==> config.mk <==
export PLATFORM = sky130hd
export DESIGN_NAME = true_dpram_param
export DESIGN_NICKNAME = d
export VERILOG_FILES = /design/src/rtl/true_dpram_param.sv
export SDC_FILE = /design/constraint.sdc
export NUM_CORES = 1
export LEC_CHECK = 0
export ABC_AREA = 0
export CAP_MARGIN = 20
export CORE_MARGIN = 1.5
export CORE_UTILIZATION = 30
export DETAILED_ROUTE_END_ITERATION = 7
export SYNTH_ARGS = -nofsm -noshare
export SYNTH_HDL_FRONTEND = slang
export SYNTH_SLANG_ARGS = --single-unit
==> constraint.sdc <==
create_clock -name clk -period 2.9 [get_ports clk]
set_input_delay 0.58 -clock clk [delete_from_list [all_inputs] [get_ports clk]]
set_output_delay 0.58 -clock clk [all_outputs]
set_load 0.05 [all_outputs]
==> src/rtl/true_dpram_param.sv <==
// Parametrised single-clock true dual-port RAM with self-clearing init, read-valid strobes,
// optional output register and A-wins write arbitration. Define TRUE_DPRAM_PARITY_EN for per-word even parity.
module true_dpram_param #(
  parameter int DATA_WIDTH = 12,
  parameter int ADDR_WIDTH = 3,
  parameter int OUT_REG    = 0,
  parameter int RDW_MODE   = 0,
  parameter logic [DATA_WIDTH-1:0] INIT_VALUE = '0
) (
  input  logic                  clk,
  input  logic                  reset,
  output logic                  init_done,
  input  logic                  en_a,
  input  logic                  en_b,
  input  logic                  we_a,
  input  logic                  we_b,
  input  logic [ADDR_WIDTH-1:0] addr_a,
  input  logic [ADDR_WIDTH-1:0] addr_b,
  input  logic [DATA_WIDTH-1:0] data_a,
  input  logic [DATA_WIDTH-1:0] data_b,
  output logic [DATA_WIDTH-1:0] q_a,
  output logic [DATA_WIDTH-1:0] q_b,
  output logic                  qv_a,
  output logic                  qv_b,
`ifdef TRUE_DPRAM_PARITY_EN
  output logic                  parity_err_a,
  output logic                  parity_err_b,
`endif
  output logic                  collision
);

  localparam int DEPTH = 1 << ADDR_WIDTH;
`ifdef TRUE_DPRAM_PARITY_EN
  localparam int MW = DATA_WIDTH + 1;
`else
  localparam int MW = DATA_WIDTH;
`endif

  // Handshake: a port access is accepted on a rising edge when en_x && init_done; its result
  // appears with qv_x high exactly 1+OUT_REG cycles later, and qv_x is otherwise low.
  typedef enum logic {ST_INIT, ST_READY} state_t;

  state_t                  state;
  logic [ADDR_WIDTH-1:0]   cnt;
  logic [MW-1:0]           mem [DEPTH];
  logic [MW-1:0]           word_a, word_b;
  logic                    acc_a, acc_b, wr_a, wr_b, coll;
  logic [DATA_WIDTH-1:0]   q1_a, q1_b;
  logic                    qv1_a, qv1_b;

  function automatic logic [MW-1:0] pack_word(input logic [DATA_WIDTH-1:0] d);
`ifdef TRUE_DPRAM_PARITY_EN
    pack_word = {^d, d};
`else
    pack_word = d;
`endif
  endfunction

  assign acc_a  = en_a & init_done;
  assign acc_b  = en_b & init_done;
  assign wr_a   = acc_a & we_a;
  assign wr_b   = acc_b & we_b;
  assign coll   = wr_a & wr_b & (addr_a == addr_b);
  assign word_a = mem[addr_a];
  assign word_b = mem[addr_b];

  always_ff @(posedge clk or posedge reset) begin
    if (reset) begin
      state     <= ST_INIT;
      cnt       <= '0;
      init_done <= 1'b0;
    end else if (state == ST_INIT) begin
      cnt <= cnt + 1'b1;
      if (cnt == ADDR_WIDTH'(DEPTH - 1)) begin
        state     <= ST_READY;
        init_done <= 1'b1;
      end
    end
  end

  // Storage is not reset; the INIT sweep clears it. Port A's write is issued last so it wins.
  always_ff @(posedge clk) begin
    if (state == ST_INIT) begin
      mem[cnt] <= pack_word(INIT_VALUE);
    end else begin
      if (wr_b && !coll) mem[addr_b] <= pack_word(data_b);
      if (wr_a)          mem[addr_a] <= pack_word(data_a);
    end
  end

  // Stage 1: reads see pre-edge contents, so cross-port read-during-write returns old data.
  always_ff @(posedge clk or posedge reset) begin
    if (reset) begin
      q1_a      <= '0;
      q1_b      <= '0;
      qv1_a     <= 1'b0;
      qv1_b     <= 1'b0;
      collision <= 1'b0;
    end else begin
      qv1_a     <= acc_a;
      qv1_b     <= acc_b;
      collision <= coll;
      if (acc_a) q1_a <= (we_a && RDW_MODE == 0) ? data_a : word_a[DATA_WIDTH-1:0];
      if (acc_b) q1_b <= (we_b && RDW_MODE == 0) ? data_b : word_b[DATA_WIDTH-1:0];
    end
  end

`ifdef TRUE_DPRAM_PARITY_EN
  logic pe1_a, pe1_b;

  always_ff @(posedge clk or posedge reset) begin
    if (reset) begin
      pe1_a <= 1'b0;
      pe1_b <= 1'b0;
    end else begin
      pe1_a <= acc_a & ~we_a & (^word_a);
      pe1_b <= acc_b & ~we_b & (^word_b);
    end
  end
`endif

  generate
    if (OUT_REG != 0) begin : g_out_reg
      always_ff @(posedge clk or posedge reset) begin
        if (reset) begin
          q_a  <= '0;
          q_b  <= '0;
          qv_a <= 1'b0;
          qv_b <= 1'b0;
`ifdef TRUE_DPRAM_PARITY_EN
          parity_err_a <= 1'b0;
          parity_err_b <= 1'b0;
`endif
        end else begin
          q_a  <= q1_a;
          q_b  <= q1_b;
          qv_a <= qv1_a;
          qv_b <= qv1_b;
`ifdef TRUE_DPRAM_PARITY_EN
          parity_err_a <= pe1_a;
          parity_err_b <= pe1_b;
`endif
        end
      end
    end else begin : g_no_out_reg
      assign q_a  = q1_a;
      assign q_b  = q1_b;
      assign qv_a = qv1_a;
      assign qv_b = qv1_b;
`ifdef TRUE_DPRAM_PARITY_EN
      assign parity_err_a = pe1_a;
      assign parity_err_b = pe1_b;
`endif
    end
  endgenerate

endmodule

### Word-level counts from Yosys, hierarchy flattened

Memory sizes are Yosys's and may differ from the RTL's.
Index checks and enable logic that the tools add are counted.

* bits in registers: 32
* bits in latches: 0
* RAM bits: 96
* ROM bits: 0
* input port bits: 36
* output and inout port bits: 28
* word-level logic and storage cells: 37
* memories kept: 1

* add/sub/neg operators: 1
* $mul: 0
* divide/modulo/power cells: 0
* magnitude comparators: 0
* equal/unequal tests: 2
* shift-type cells: 0
* muxes and demuxes: 14
* bitwise operators: 7
* reductions and logical operators: 4

Memories
* mem: words 8, bits a word 12, rd ports 2, clocked after Yosys merged registers in 0, wr ports 2, RTL line 45 `logic [MW-1:0] mem [DEPTH];`

Operators by type and width (number)
* two-way mux 12 bit: 3
* OR reduction 12 bit: 1
* two-way mux 1 bit: 10
* AND 1 bit: 6
* adder 3 x 1 -> 3 bit (second input constant): 1
* == test 3 bit: 1
* == test 3 bit (second input constant): 1
* two-way mux 3 bit: 1
* AND reduction 2 bit: 1
* logical AND 1 bit: 1
* logical NOT 1 bit: 1
* inverter 1 bit: 1

### Longest topological paths before layout

Gate-level depths: netlist (run 1).

* depth in word-level cells: 11
* mapped depth: 7
* depth with buffers taken out: 5

### Worst setup path after synthesis (run 1)

OpenSTA, ideal clock, no wires.

* path kind: register to register
* start: register init_done
* end: memory mem[5][0] in the netlist's numbering (enable)
* setup time: 0.387 ns
* arrival time: 2.454 ns
* data required time: 2.513 ns
* slack: 0.059 ns
* stages on the path, launching flop included: 7
* buffers on the path: 2
* clock period less this slack: 2.841 ns
* cells stage by stage: dfrtp_1 -> and4_1 -> clkbuf_1 -> nand3_1 -> clkbuf_1 -> a21boi_0 -> a22oi_1

RTL lines
* start, declared: RTL line 12 `output logic init_done,`
* start signal, assigned: RTL line 71 `init_done <= 1'b0;`
* start signal, assigned: RTL line 76 `init_done <= 1'b1;`
* end, declared: RTL line 45

==> impl_metrics.yaml, run 1 <==
run_status:
  status: "completed"
power:
  p_total_mw: 5.07
  power_frac_comb: 0.147
  p_leak_nw: 3.73
  p_switching_mw: 1.29
  pwr-share-clk: 0.450
  p_per_area_mw_per_mm2: 544
  seq_power_share: 0.404
  ir_drop_uv: 405
  p_int_mw: 3.77
  switching_share: 0.255
die:
  coreArea_mm2: 0.0243
  die_x_um: 160
  start_util: 0.305
  dieArea_mm2: 0.0257
  io_pins: 64
  rows: 57
  die_y_um: 160
clock_tree:
  cts_resized: 0
  cts_made_buffers: 17
  cts_tree: "built"
  clock-root-buffer: "clkbuf_16"
  clk_path_buf_depth: 2
  clkTransAtPathRegs_ns: 0.06
  cts_sinks: 128
  cts_hold_buf: 0
  ctsHtreeMaxLevel: 4
  postCtsSetupBuffers: 0
  worstSkewPairLatency_ns: 0.43
synthesis:
  yosysTopAreaCell: "edfxtp_1"
  synthArstFlopShare: 0.250
  synthesis.nets: 601
  yosys_warnings: 0
  synth_flop_cell: "edfxtp_1"
  synthTopCellsByArea: "edfxtp_1, mux2_2, dfrtp_1"
  yosysTopAreaCellShare: 0.388
  syn-mean-instance-area_um2: 13.2
  ys_ff_latch: 128
  synth_commonest_cells: "mux2_2, edfxtp_1, nand2_1, dfrtp_1, o21ai_0"
  ys_seq_area_frac: 0.496
  syn-cell-area_mm2: 0.00742
  yosysMostFrequentCell: "mux2_2"
  synth_cells: 563
  synth_edf_count: 96
  ys_types: 50
sta:
  worstMarginPinSlew_ns: 0.699
  timing.fmax_ghz: 0.386
  worst_slack_ns: 0.308
  post-route-period-util: 0.894
  period_minus_slack_ns: 2.59
  fin_skew_ns: 0.00826
  final_hold_viol_count: 0
  tns_ns: 0
  slew_headroom: 0.533
  grt_setup_unrepaired: "false"
  setup_viol: 0
  whs_ns: 0.485
  drv_slew: 0
drt:
  drt-total-wl_um: 24400
  vias: 5447
  drc_errors: 0
  ant_nets: 0
  drt-initial-drc-count: 631
  viasPerCell: 5.52
  drtPass1Iterations: 5
  wl_per_cell_um: 24.8
global_route:
  grt_max_degree: 33
  grt_pass1_vias: 5632
  grtUsageTotal: 0.195
  antenna_found_initial: 0
  grt_pass1_wl_um: 36300
  gr-total-overflow: 0
job:
  drv_cap: 0
critical_path:
  r2r_end: "mem[4][10]"
  reg2reg_slack_ns: 0.54
  crit_type: "in2reg"
  start_kind: "input port"
  crit_arrival_ns: 2.71
  crit_path_end: "mem[4][10]"
  reg2reg_depth: 5
  r2r_start: "init_done"
  cp_max_fo: 16
  cp.required_ns: 3.02
  cp-startpoint: "addr_b[2]"
  crit_path_end_kind: "register"
final_layout:
  post-route-util: 0.383
  fillers: 2276
  antenna_cells: 0
  stdcell_area_mm2: 0.00932
  layout-drive-gt1-share: 0.365
  syn2layout_area_growth_pct: 25.5
  layout.cells.non_filler: 987
  fin_nets: 689
placement:
  pre_cts_ws_ns: -0.0617
  dp.cells: 956
  io_buffer_count: 63
  hpwl_um: 16800
  place_area_mm2: 0.00869
  routabilityCongestion: 0.930
hold_path:
  holdCritPathClass: "reg2reg"
## power by group through the flow
| stage | Clock [mW] | Sequential, mW | Combinational (mW) |
|---|---|---|---|
| 6_report | 2.28 | 2.05 | 0.743 |
| 4_1_cts | 2.31 | 2.05 | 0.741 |
| 3_5_place_dp | 0 | 2.08 | 0.738 |
| 3_3_place_gp | 0 | 2.08 | 0.727 |
| 5_1_grt | 2.38 | 2.05 | 0.784 |
| 2_1_floorplan | 0 | 2.21 | 0.305 |
## cell type report
| class | instances | area, um^2 | share of cell area |
|---|---|---|---|
| flip-flops and latches | 128 | 3680 | 0.395 |
| multi-input cells | 370 | 3430 | 0.369 |
| repair buffers | 121 | 1120 | 0.120 |
| clock buffers | 18 | 439 | 0.0471 |
| well taps | 324 | 405 | 0.0435 |
| clock inverters | 13 | 186 | 0.0200 |
| inverters | 13 | 48.8 | 0.00524 |
## state kept, by name, summed over array words and instances (netlist names)
signal     flops
state          1
collision      1
q_a           12
mem           96
qv_a           1
q_b           12
cnt            3
qv_b           1
init_done      1
## worst max-delay path, cell delays in order
cell and delay, ns:
clkdlybuf4s50_1 0.51, buf_4 0.32, nor4b_1 0.54, a21oi_1 0.15, a22oi_1 0.29, buf_4 0.31
## per-layer routing
metal,vias to the layer above,track usage,share of wire
li1,2370,-,-
met4,0,0.0760,0.028
met2,280,0.319,0.48
met3,49,0.0568,0.082
met1,2748,0.244,0.41
met5,-,0,0
## cell families after synthesis
group,share of synthesized area
xor gates and xnor gates,0.00472
buffers and inverters,0.0411
adders and majority gates,0.00337
and+or+nand+nor,0.0654
muxes,0.298
AOI/OAI and AO/OA,0.0912
DFF,0.496
## how the worst min path moves through the flow
stage / from / endpoint / slack, ns / cells past startpoint
finish: q_b[8] / q_b[8] / 0.48 / 2
global route: q_b[3] / q_b[3] / 0.51 / 2
CTS: q_b[10] / q_b[10] / 0.49 / 2
detailed placement: q_b[10] / q_b[10] / 0.47 / 2
global placement: q_b[8] / q_b[8] / 0.46 / 2
floorplan: cnt[0] / cnt[0] / 0.51 / 1
## layout by cell type (no fill, tap or decap), types with 3 or more instances in the layout
cell type and instances:
clkinvlp_4 4, inv_1 12, buf_12 5, nor2b_1 7, and3_1 18, dfrtp_1 32, clkbuf_16 17, a22oi_1 19
mux4_2 28, xor2_1 3, a21oi_1 9, a221oi_1 12, mux2i_1 24, clkdlybuf4s50_1 61, nand3_1 10, o221ai_1 3
a21boi_0 4, buf_4 53, nand2_1 34, nor2_1 13, edfxtp_1 96, o21ai_0 30, a22o_1 3, mux2_2 119
bufinv_16 4
(Power assumes the default switching activity.)
==> run 2: changes to the inputs <==
--- a/config.mk
+++ b/config.mk
@@ -10,6 +10,7 @@
 export CORE_MARGIN = 1.5
 export CORE_UTILIZATION = 30
 export DETAILED_ROUTE_END_ITERATION = 7
+export SETUP_SLACK_MARGIN = 0.2
 export SYNTH_ARGS = -nofsm -noshare
 export SYNTH_HDL_FRONTEND = slang
 export SYNTH_SLANG_ARGS = --single-unit
==> impl_metrics.yaml, run 2 (synthesis gave the netlist of run 1 again) <==
critical_path:
  crit_path_end_kind: "register"
  r2r_start: "state"
  cp_max_fo: 6
  cp.required_ns: 3.04
  crit_type: "in2reg"
  r2r_end: "mem[7][5]"
  reg2reg_slack_ns: 0.60
  reg2reg_depth: 5
  crit_arrival_ns: 2.63
  start_kind: "input port"
final_layout:
  fin_nets: 692
  syn2layout_area_growth_pct: 26.0
  layout.cells.non_filler: 991
  fillers: 2273
  largest_register_ffs: 96
  reg_top3: "mem x96, q_a x12, q_b x12"
  layout-drive-gt1-share: 0.378
  antenna_cells: 0
  final_common_cell: "mux2_2"
  layout_common_cells: "mux2_2, edfxtp_1, clkdlybuf4s50_1"
  top_register: "mem"
sta:
  slew_headroom: 0.559
  worst_slack_ns: 0.411
  timing.fmax_ghz: 0.402
  drv_slew: 0
  final_hold_viol_count: 0
  grt_setup_unrepaired: "false"
  worstMarginPinSlew_ns: 0.660
  whs_ns: 0.473
  fin_skew_ns: 0.0151
  tns_ns: 0
  post-route-period-util: 0.858
  setup_viol: 0
  period_minus_slack_ns: 2.49
die:
  rows: 57
  die_x_um: 160
  dieArea_mm2: 0.0257
  start_util: 0.305
  die_y_um: 160
  io_pins: 64
  coreArea_mm2: 0.0243
global_route:
  grt_pass1_vias: 5742
  grt_max_degree: 33
  grt_pass1_wl_um: 36200
  grtUsageTotal: 0.193
  gr-total-overflow: 0
  antenna_found_initial: 0
clock_tree:
  cts_tree: "built"
  cts_made_buffers: 17
  cts_sinks: 128
  ctsHtreeMaxLevel: 4
  postCtsSetupBuffers: 0
  cts_hold_buf: 0
  worstSkewPairLatency_ns: 0.44
  cts_resized: 0
  clkTransAtPathRegs_ns: 0.06
  clk_path_buf_depth: 2
  clock-root-buffer: "clkbuf_16"
power:
  power_frac_comb: 0.153
  p_leak_nw: 3.73
  ir_drop_uv: 408
  seq_power_share: 0.418
  p_total_mw: 4.90
  p_per_area_mw_per_mm2: 524
  p_switching_mw: 1.31
  pwr-share-clk: 0.429
  p_int_mw: 3.58
  switching_share: 0.268
drt:
  drt-initial-drc-count: 557
  drc_errors: 0
  wl_met1_um: 9720
  route.met2.wl_um: 11200
  drtPass1Iterations: 6
  top_layer: "met4"
  wl_met3_um: 2230
  vias: 5493
  ant_nets: 0
  viasPerCell: 5.54
  drt-total-wl_um: 24100
  wl_per_cell_um: 24.3
run_status:
  status: "completed"
placement:
  pre_cts_ws_ns: 0.0159
  hpwl_um: 16900
  dp.cells: 959
  io_buffer_count: 63
  routabilityCongestion: 0.869
hold_path:
  holdCritPathClass: "reg2reg"
  hold_depth: 2
  min_to: "q_b[6]"
  hp-start: "q_b[6]"
job:
  drv_cap: 0
==> run 2: cell count changes in the layout (fill, tap and decap cells not counted), sizes merged <==
cell      delta
buf          +3
bufinv       -2
clkinv       +2
clkbuf       +1
clkinvlp     +1
inv          -1
==> run 2: how the worst max path moves through the flow <==
stage / start / end / cells past startpoint
detailed placement: addr_b[1] / mem[4][10] / 7
floorplan: init_done / mem[5][0] / 6
global route: addr_b[1] / mem[4][3] / 7
global placement: addr_b[1] / mem[4][10] / 7
CTS: addr_b[1] / mem[4][9] / 7
finish: addr_b[1] / mem[4][9] / 7
==> run 2: layout make-up <==
cell class | count | area (um^2) | area share
clock buffers | 19 | 433 | 0.0463
clock inverters | 13 | 143 | 0.0153
inverters | 13 | 48.8 | 0.00522
multi-input cells | 370 | 3470 | 0.371
flip-flops and latches | 128 | 3680 | 0.394
well taps | 324 | 405 | 0.0433
repair buffers | 124 | 1170 | 0.125
==> run 2: per-stage QoR <==
step                utilization  instance area, um^2
finish                    0.385                 9350
floorplan                     -                 7460
global route              0.385                 9350
global placement          0.361                 8780
CTS                       0.385                 9350
detailed placement        0.361                 8780
==> run 2: critical path: stages <==
cell and delay [ns]:
clkdlybuf4s50_1 0.57, xor2_1 0.22, nor4_1 0.09, buf_4 0.16
o32a_1 0.43, a22oi_2 0.34, buf_4 0.23
==> run 2: power by group through the flow <==
stage	Clock (mW)	Sequential (mW)	Combinational [mW]
finish	2.10	2.05	0.749
global placement	0	2.08	0.731
floorplan	0	2.21	0.308
detailed placement	0	2.08	0.743
CTS	2.13	2.05	0.747
global route	2.20	2.05	0.789
==> run 2: per-layer routing <==
layer | track usage | vias up
met2 | 0.309 | 314
met5 | 0 | -
li1 | - | 2384
met3 | 0.0558 | 75
met1 | 0.241 | 2720
met4 | 0.0918 | 0
==> run 3: changes to the inputs <==
--- a/config.mk
+++ b/config.mk
@@ -9,8 +9,10 @@
 export CAP_MARGIN = 20
 export CORE_MARGIN = 1.5
 export CORE_UTILIZATION = 30
+export CTS_CLUSTER_DIAMETER = 30
 export DETAILED_ROUTE_END_ITERATION = 7
 export SETUP_SLACK_MARGIN = 0.2
 export SYNTH_ARGS = -nofsm -noshare
 export SYNTH_HDL_FRONTEND = slang
 export SYNTH_SLANG_ARGS = --single-unit
+export TNS_END_PERCENT = 30
==> impl_metrics.yaml, run 3 (synthesis gave the netlist of run 1 again) <==
clock_tree:
  cts_made_buffers: 17
  worstSkewPairLatency_ns: 0.43
  clk_path_buf_depth: 2
  clock-root-buffer: "clkbuf_16"
  cts_sinks: 128
  ctsHtreeMaxLevel: 4
  cts_hold_buf: 0
  clkTransAtPathRegs_ns: 0.06
  cts_tree: "built"
  cts_resized: 0
  postCtsSetupBuffers: 0
placement:
  hpwl_um: 16700
  routabilityCongestion: 0.920
  place_area_mm2: 0.00868
  io_buffer_count: 63
power:
  p_leak_nw: 3.70
  switching_share: 0.272
  p_switching_mw: 1.30
  ir_drop_uv: 420
  p_total_mw: 4.79
  p_int_mw: 3.49
  seq_power_share: 0.427
  power_frac_comb: 0.154
  pwr-share-clk: 0.419
  p_per_area_mw_per_mm2: 519
global_route:
  grtUsageTotal: 0.192
  grt_pass1_vias: 5694
  grt_max_degree: 33
  antenna_found_initial: 0
  grt_pass1_wl_um: 36000
  gr-total-overflow: 0
sta:
  final_hold_viol_count: 0
  period_minus_slack_ns: 2.51
  grt_setup_unrepaired: "false"
  setup_viol: 0
  tns_ns: 0
  slew_headroom: 0.569
  timing.fmax_ghz: 0.398
  post-route-period-util: 0.867
  fin_skew_ns: 0.00791
  worstMarginPinSlew_ns: 0.644
  whs_ns: 0.480
  drv_slew: 0
critical_path:
  crit_path_end: "mem[7][6]"
  cpPeakStageDelay_ns: 0.52
  reg2reg_slack_ns: 0.55
  r2r_end: "mem[1][2]"
  path_depth: 7
  path_cells: "clkdlybuf4s50_1 -> buf_4 -> and2_0 -> nand3_1 -> a21boi_0 -> a22oi_1 -> buf_4"
  crit_path_end_kind: "register"
  cpLargestDelayFamily: "buffers and inverters"
  start_kind: "input port"
  reg2reg_depth: 5
  crit_arrival_ns: 2.64
  cp.required_ns: 3.02
  path_buf_inv: 3
  crit_type: "in2reg"
  cp_slowest_cell: "clkdlybuf4s50_1"
  r2r_start: "state"
  cpMostUsedCell: "buf_4"
  cp-startpoint: "addr_a[2]"
  cp_max_fo: 24
drt:
  drtPass1Iterations: 5
  drc_errors: 0
  vias: 5485
  wl_per_cell_um: 24.3
  ant_nets: 0
  drt-total-wl_um: 24000
  drt-initial-drc-count: 618
  viasPerCell: 5.54
final_layout:
  antenna_cells: 0
  top_register: "mem"
  seq_area_mm2: 0.00368
  fillers: 2271
  syn2layout_area_growth_pct: 24.4
  final_common_cell: "mux2_2"
  multi_input_area_mm2: 0.00345
  reg_top3: "mem x96, q_a x12, q_b x12"
  layout-drive-gt1-share: 0.369
  stdcell_area_mm2: 0.00923
  layout_common_cells: "mux2_2, edfxtp_1, clkdlybuf4s50_1"
  largest_register_ffs: 96
  fin_nets: 691
hold_path:
  hp-start: "q_b[8]"
  holdCritPathClass: "reg2reg"
die:
  die_y_um: 160
  coreArea_mm2: 0.0243
  start_util: 0.305
  dieArea_mm2: 0.0257
  die_x_um: 160
  rows: 57
  io_pins: 64
job:
  drv_cap: 0
run_status:
  status: "completed"
run 3: cell types whose count changed in the layout (fill, tap and decap cells not counted), moves of 2 or more:
cell,change
a22oi_1,+5
a22oi_2,-5
buf_12,-5
buf_4,+4
clkinv_2,+2
run 3: area by class of cell:
type                       count  share of cell area
tap                          324              0.0439
clock buffer                  18              0.0465
sequential                   128               0.399
timing repair buffer         123               0.119
multi-input combinational    370               0.374
clock inverter                14              0.0129
inverter                      13             0.00529
run 3: power groups by stage:
stage,Sequential [mW],Clock [mW],Combinational (mW)
after detailed placement,2.09,0,0.730
after global routing,2.05,2.09,0.780
after global placement,2.08,0,0.724
final,2.05,2.01,0.738
after CTS,2.05,2.01,0.734
after floorplan,2.21,0,0.307
run 3: metrics by stage:
step                 util  setup slack [ns]  std cells
floorplan               -            0.0669        563
global placement    0.357            0.0530        958
detailed placement  0.357          -0.00876        958
CTS                 0.380             0.426        990
global route        0.380             0.287        990
finish              0.380             0.385        990
run 3: worst register-to-register path, delay by kind of cell, from the launching register on:
| kind | cells | cell delay [ns] |
|---|---|---|
| DFF | 1 | 0.54 |
| AOI/OAI and AO/OA | 2 | 0.45 |
| buffers and inverters | 1 | 0.25 |
| and+or+nand+nor | 2 | 0.80 |
run 3: per-layer routing:
metal,track usage,part of all wire,vias up
met5,0,0,-
met4,0.0777,0.034,0
met3,0.0638,0.10,58
met2,0.297,0.45,319
met1,0.248,0.42,2729
li1,-,-,2379
run 3: worst min-delay path by stage:
| stage | to | cells after the start | slack (ns) |
|---|---|---|---|
| after floorplan | cnt[0] | 1 | 0.51 |
| after global placement | q_b[8] | 2 | 0.46 |
| after detailed placement | q_b[8] | 2 | 0.47 |
| after CTS | q_b[8] | 2 | 0.48 |
| after global routing | q_b[10] | 2 | 0.52 |
| final | q_b[8] | 2 | 0.48 |
